### src/rtl/id_ex_reg.sv
// ID/EX pipeline register: captures decoded operands/control, selects ALU operand b,
// and inserts bubbles for load-use hazards, flush and invalid ID. Optional WB bypass: ID_EX_WB_BYPASS_EN.
module id_ex_reg #(
  parameter int unsigned DATA_W     = 32,
  parameter int unsigned REG_ADDR_W = 5
) (
  input  logic                  clk,
  input  logic                  rst_n,
`ifdef ID_EX_WB_BYPASS_EN
  input  logic                  wb_reg_write,
  input  logic [REG_ADDR_W-1:0] wb_rd,
  input  logic [DATA_W-1:0]     wb_data,
`endif
  input  logic                  stall,
  input  logic                  flush,
  input  logic                  id_valid,
  input  logic [DATA_W-1:0]     id_rs1_data,
  input  logic [DATA_W-1:0]     id_rs2_data,
  input  logic [DATA_W-1:0]     id_imm,
  input  logic                  id_alu_src,
  input  logic [2:0]            id_alu_control,
  input  logic [REG_ADDR_W-1:0] id_rs1,
  input  logic [REG_ADDR_W-1:0] id_rs2,
  input  logic [REG_ADDR_W-1:0] id_rd,
  input  logic                  id_reg_write,
  input  logic                  id_mem_read,
  input  logic                  id_mem_write,
  input  logic                  id_mem_to_reg,
  output logic                  ex_valid,
  output logic [DATA_W-1:0]     ex_a,
  output logic [DATA_W-1:0]     ex_b,
  output logic [DATA_W-1:0]     ex_store_data,
  output logic [2:0]            ex_alu_control,
  output logic [REG_ADDR_W-1:0] ex_rs1,
  output logic [REG_ADDR_W-1:0] ex_rs2,
  output logic [REG_ADDR_W-1:0] ex_rd,
  output logic                  ex_reg_write,
  output logic                  ex_mem_read,
  output logic                  ex_mem_write,
  output logic                  ex_mem_to_reg,
  output logic                  load_use_stall
);

  typedef struct packed {
    logic                  valid;
    logic [DATA_W-1:0]     a;
    logic [DATA_W-1:0]     b;
    logic [DATA_W-1:0]     store_data;
    logic [2:0]            alu_control;
    logic [REG_ADDR_W-1:0] rs1;
    logic [REG_ADDR_W-1:0] rs2;
    logic [REG_ADDR_W-1:0] rd;
    logic                  reg_write;
    logic                  mem_read;
    logic                  mem_write;
    logic                  mem_to_reg;
  } slot_t;

  slot_t             slot_d, slot_q;
  logic [DATA_W-1:0] rs1_val, rs2_val;

  // Operand source: register file read, or same-cycle WB write when bypass is built in.
  always_comb begin
    rs1_val = id_rs1_data;
    rs2_val = id_rs2_data;
`ifdef ID_EX_WB_BYPASS_EN
    if (wb_reg_write && (wb_rd != '0) && (wb_rd == id_rs1)) rs1_val = wb_data;
    if (wb_reg_write && (wb_rd != '0) && (wb_rd == id_rs2)) rs2_val = wb_data;
`endif
  end

  assign load_use_stall = slot_q.valid & slot_q.mem_read & (slot_q.rd != '0) &
                          ((slot_q.rd == id_rs1) | (slot_q.rd == id_rs2)) & id_valid;

  // Priority: flush > stall (hold) > load-use / invalid bubble > capture.
  always_comb begin
    slot_d = slot_q;
    if (flush) begin
      slot_d = '0;
    end else if (stall) begin
      slot_d = slot_q;
    end else if (load_use_stall || !id_valid) begin
      slot_d = '0;
    end else begin
      slot_d.valid       = 1'b1;
      slot_d.a           = rs1_val;
      slot_d.b           = id_alu_src ? id_imm : rs2_val;
      slot_d.store_data  = rs2_val;
      slot_d.alu_control = id_alu_control;
      slot_d.rs1         = id_rs1;
      slot_d.rs2         = id_rs2;
      slot_d.rd          = id_rd;
      slot_d.reg_write   = id_reg_write;
      slot_d.mem_read    = id_mem_read;
      slot_d.mem_write   = id_mem_write;
      slot_d.mem_to_reg  = id_mem_to_reg;
    end
  end

  always_ff @(posedge clk or negedge rst_n) begin
    if (!rst_n) slot_q <= '0;
    else        slot_q <= slot_d;
  end

  assign ex_valid       = slot_q.valid;
  assign ex_a           = slot_q.a;
  assign ex_b           = slot_q.b;
  assign ex_store_data  = slot_q.store_data;
  assign ex_alu_control = slot_q.alu_control;
  assign ex_rs1         = slot_q.rs1;
  assign ex_rs2         = slot_q.rs2;
  assign ex_rd          = slot_q.rd;
  assign ex_reg_write   = slot_q.reg_write;
  assign ex_mem_read    = slot_q.mem_read;
  assign ex_mem_write   = slot_q.mem_write;
  assign ex_mem_to_reg  = slot_q.mem_to_reg;

endmodule

### config.mk
export PLATFORM = sky130hd
export DESIGN_NAME = id_ex_reg
export DESIGN_NICKNAME = d
export VERILOG_FILES = /design/src/rtl/id_ex_reg.sv
export SDC_FILE = /design/constraint.sdc
export NUM_CORES = 1
export LEC_CHECK = 0
export CAP_MARGIN = 20
export CORE_ASPECT_RATIO = 0.8
export CORE_MARGIN = 2
export CORE_UTILIZATION = 39
export DETAILED_ROUTE_END_ITERATION = 8
export PLACE_DENSITY = 0.79
export SYNTH_ARGS = -nofsm -noshare
export SYNTH_HDL_FRONTEND = slang
export SYNTH_SLANG_ARGS = --single-unit
### constraint.sdc
create_clock -name clk -period 1.8 [get_ports clk]
set_clock_uncertainty 0.2 [all_clocks]
set_input_delay 0.27 -clock clk [delete_from_list [all_inputs] [get_ports clk]]
set_output_delay 0.27 -clock clk [all_outputs]
set_load 0.05 [all_outputs]
After elaboration in Yosys (flattened, before gate mapping)
Index checks and enable logic that the tools add are counted.

Word-level logic and storage cells: 27. Output and inout bits: 120. Bits in registers: 119.

Reductions and logical operators: 3. Equal/unequal tests: 3. Bitwise gates (word level): 5. Mux-type cells: 4.

Operators by type and width (number): $mux W119 (3); $mux W32 (1); $eq A5 B5 Y1 (2); $reduce_bool A5 Y1 (1); $and A1 B1 Y1 (4); $ne A2 B1 Y1 const B (1); $logic_not A1 Y1 (1); $logic_or A1 B1 Y1 (1); $or A1 B1 Y1 (1).

Logic depth before layout (Yosys ltp)
Depth in word-level cells: 8. Mapped depth: 6. Gate-level depth less buffers: 4.

Worst setup path after synthesis
Ideal clock, no wire load.

Path kind: flip-flop to output port. From: reg slot_q, in the netlist ex_rd[0]. To: out load_use_stall. Stages on the path, launching flop included: 7. Required time: 1.330 ns. Setup slack: -1.404 ns. Arrival: 2.734 ns. Path through: dfrtp_1 -> xnor2_1 -> nand3_1 -> o22ai_1 -> buf_2 -> buf_2 -> nor3b_1.

Longest elaborated chain between the ends: 4. Elaborated cells on any way between the ends: 7.

RTL lines: start, declared (RTL line 59) `slot_t slot_d, slot_q;`; start signal, assigned (RTL line 102) `else slot_q <= slot_d;`; $eq A5 B5 Y1 / $reduce_bool A5 Y1 (equally long branches) (RTL line 73, 72); $or A1 B1 Y1 / $and A1 B1 Y1 (equally long branches) (RTL line 73, 72); $and A1 B1 Y1 (*) (RTL line 72) `assign load_use_stall = slot_q.valid & slot_q.mem_read & (slot_q.rd != '0) &`; $and A1 B1 Y1 (*) (RTL line 73) `((slot_q.rd == id_rs1) | (slot_q.rd == id_rs2)) & id_valid;`; end, declared (RTL line 41) `output logic load_use_stall`.

Mark *: on every way between the ends. The rest lies on a longest branch, timed or not.

Worst setup path after layout
From: reg slot_q, in the netlist ex_rd[4]. To: out load_use_stall.

Same word-level chain as after synthesis.

==> impl_metrics.toml <==
[run_status]
status = "finished with violations"
violations = "setup timing"

[place]
place_area_um2 = 8940
dp_cells = 1024
dp_hpwl_um = 13700
globalplace.congestion = 0.821
port_buffers = 243

[sta]
drv_slew = 0
finalWorstPathRequiredPeriod_ns = 2.38
final.period_utilization_pct = 132
fmax_mhz = 421
setup_ws_ns = -0.578
rsz0062_at_grt = "true"
worst_pin_slew_ns = 0.363
slew_headroom_pct = 75.8
setup_viol = 120
hold_viol = 0

[cts]
clk_pin_slew_ns = 0.05
cts_buffer_depth = 2
cts_tree = "done"
cts_buffers = 17
cts_root_buf = "clkbuf_16"
clock_sinks = 119
insertion_delay_ns = 0.41
h-tree-depth = 4

[run]
cap_violations = 0

[synth]
synthFlopType = "dfrtp_1"
async_reset_ff_share_pct = 100
yosysSeqAreaShare_pct = 50.6
synth-compound-area-share_pct = 30.2
synthXorXnorAreaFrac_pct = 1.49
synth_top_family_by_area = "compound AO/OA/AOI/OAI gates"
syn_nets = 722
netlist_area_um2 = 5890
synth_fa_ha_area_share_pct = 0
yosys.area_share.simple_pct = 6.42
synth_edf_count = 0
ys.warnings.count = 0
synthMuxAreaShare_pct = 6.12
avgSynthCellArea_um2 = 9.85
synth.distinct_cells = 23
syn_inst = 598
ys_seq_elements = 119

[setup_path]
reg2reg_depth = 9
r2r-end = "ex_store_data[12]"
setup.worst_path.start_class = "flop"
reg2reg_slack_ns = -0.46
arrival_ns = 1.91
cp_data_required_time_ns = 1.33
worstReg2RegStart = "ex_rd[1]"
worstSetupEndpoint = "load_use_stall"
crit_path_start = "ex_rd[4]"
cp_num_buf_inv = 2
cp_cell_sequence = "buf_6, xnor2_4, nand3_2, o22ai_4, nor3b_4, buf_12"
crit_slowest_cell = "dfrtp_2"
end_kind = "output port"
max_stage_delay_ns = 0.43
path_class = "flop to output port"
cp.depth = 6
crit_fanout = 4
crit_family = "flip-flops"

[die]
fp.dieW_um = 141
dieArea_um2 = 16100
die_y_um = 114
io_pins = 244
start_util_pct = 39.6
coreArea_um2 = 14900
placementRows = 40

[routing]
vias = 6260
drc_errors = 0
ant_nets = 0
routed_via_density = 5.82
wl_per_cell_um = 19.0
drt_iter0_markers = 476
first_pass_iters = 5
wl_um = 20400

[power]
cellLeakagePower_nw = 4.34
power.density_cell_area_nw_per_um2 = 858
peakVddDrop_mv = 0.636
power_mw = 8.62

[global_route]
overflow = 0
grt_max_degree = 57
grt_usage_pct = 24.8
grt_first_pass_wirelength_um = 32100
grt_pass1_vias = 6278
antenna_found_initial = 0

[final_layout]
drive_above_1_share_pct = 35.1
layout.nets = 997
area_delta_synth_final_pct = 70.5
final_cells = 1075
insertedDiodeCount = 0
final_area_um2 = 10000
n_fill_cell = 1094

[min_path]
min_path_type = "input port to asynchronous set/reset pin"
==> cell type report <==
cell class	count	area [um2]	share of cell area [%]
Clock buffer	24	482	4.80
Clock inverter	8	120	1.20
Timing Repair Buffer	325	3370	33.5
Inverter	1	3.75	0.0374
Sequential cell	119	2980	29.7
Tap cell	189	236	2.36
Multi-Input combinational cell	409	2850	28.4
==> synthesized netlist by cell type (all sizes together), types with 2 or more instances <==
| master | n | area (um2) |
|---|---|---|
| a21oi | 64 | 320 |
| clkbuf | 52 | 195 |
| buf | 17 | 110 |
| xnor2 | 10 | 87.6 |
| a22oi | 33 | 248 |
| o21ai | 87 | 435 |
| a32oi | 86 | 753 |
| dfrtp | 119 | 2980 |
| nand3 | 2 | 10.0 |
| mux2 | 32 | 360 |
| nand2 | 88 | 330 |
==> power by group <==
part	total [mW]	switching (mW)	internal, mW
clock	3.46	1.18	2.28
combinational	2.17	1.28	0.896
sequential	2.99	0.137	2.85
==> worst min path at each step <==
stage	from	endpoint	slack (ns)
finish	rst_n	ex_store_data[6]	0.13
global placement	rst_n	ex_alu_control[0]	-0.0007
detailed placement	rst_n	ex_alu_control[0]	0.001
global route	rst_n	ex_store_data[6]	0.14
floorplan	rst_n	ex_a[0]	-0.23
CTS	rst_n	ex_alu_control[0]	0.12
==> cell usage in the layout, fill, tap and decap left out, types with 5 or more instances in the layout <==
cell	Yosys	routed
clkdlybuf4s50_1	0	121
dfrtp_1	119	114
buf_12	0	34
clkbuf_16	0	21
o21ai_1	86	87
mux2_1	7	7
mux2_2	25	25
buf_4	11	154
nand2_1	88	88
xnor2_1	10	5
a21oi_2	0	36
a22oi_1	33	33
a21oi_1	64	28
a32oi_1	86	85
dfrtp_2	0	5
==> repair_timing <==
item | CTS | global route
resized for setup | 11 | 22
gates cloned | 3 | 4
hold endpoints to repair | 119 | 0
pin swaps | 2 | 6
buffers inserted | 2 | 9
setup endpoints to repair | 120 | 120
hold buffers | 1 | 0
==> routing by layer <==
metal  part of all wire, %  GRT usage [%]
met1                    42           30.9
met2                    49           41.2
met3                   7.7           7.39
met4                   1.9           9.13
met5                     0              0
==> through the flow <==
stage | TNS (ns) | setup slack, ns | hold slack [ns] | utilization (%)
final | -45.78 | -0.578 | 0.130 | 67.6
after global routing | -53.79 | -0.648 | 0.139 | 67.6
after CTS | -39.23 | -0.589 | 0.121 | 65.4
after detailed placement | -44.64 | -0.410 | 0.00136 | 60.1
after global placement | -42.61 | -0.377 | -0.000749 | 60.1
after floorplan | -28.30 | -0.402 | -0.226 | -
==> kinds of logic after synthesis <==
logic type / after synthesis
AO/OA/AOI/OAI: 272
flip-flops: 119
AND/OR/NAND/NOR: 95
buffers and inverters: 70
multiplexers: 32
XOR/XNOR: 10
Note: power is estimated with default switching activity, not from simulation.
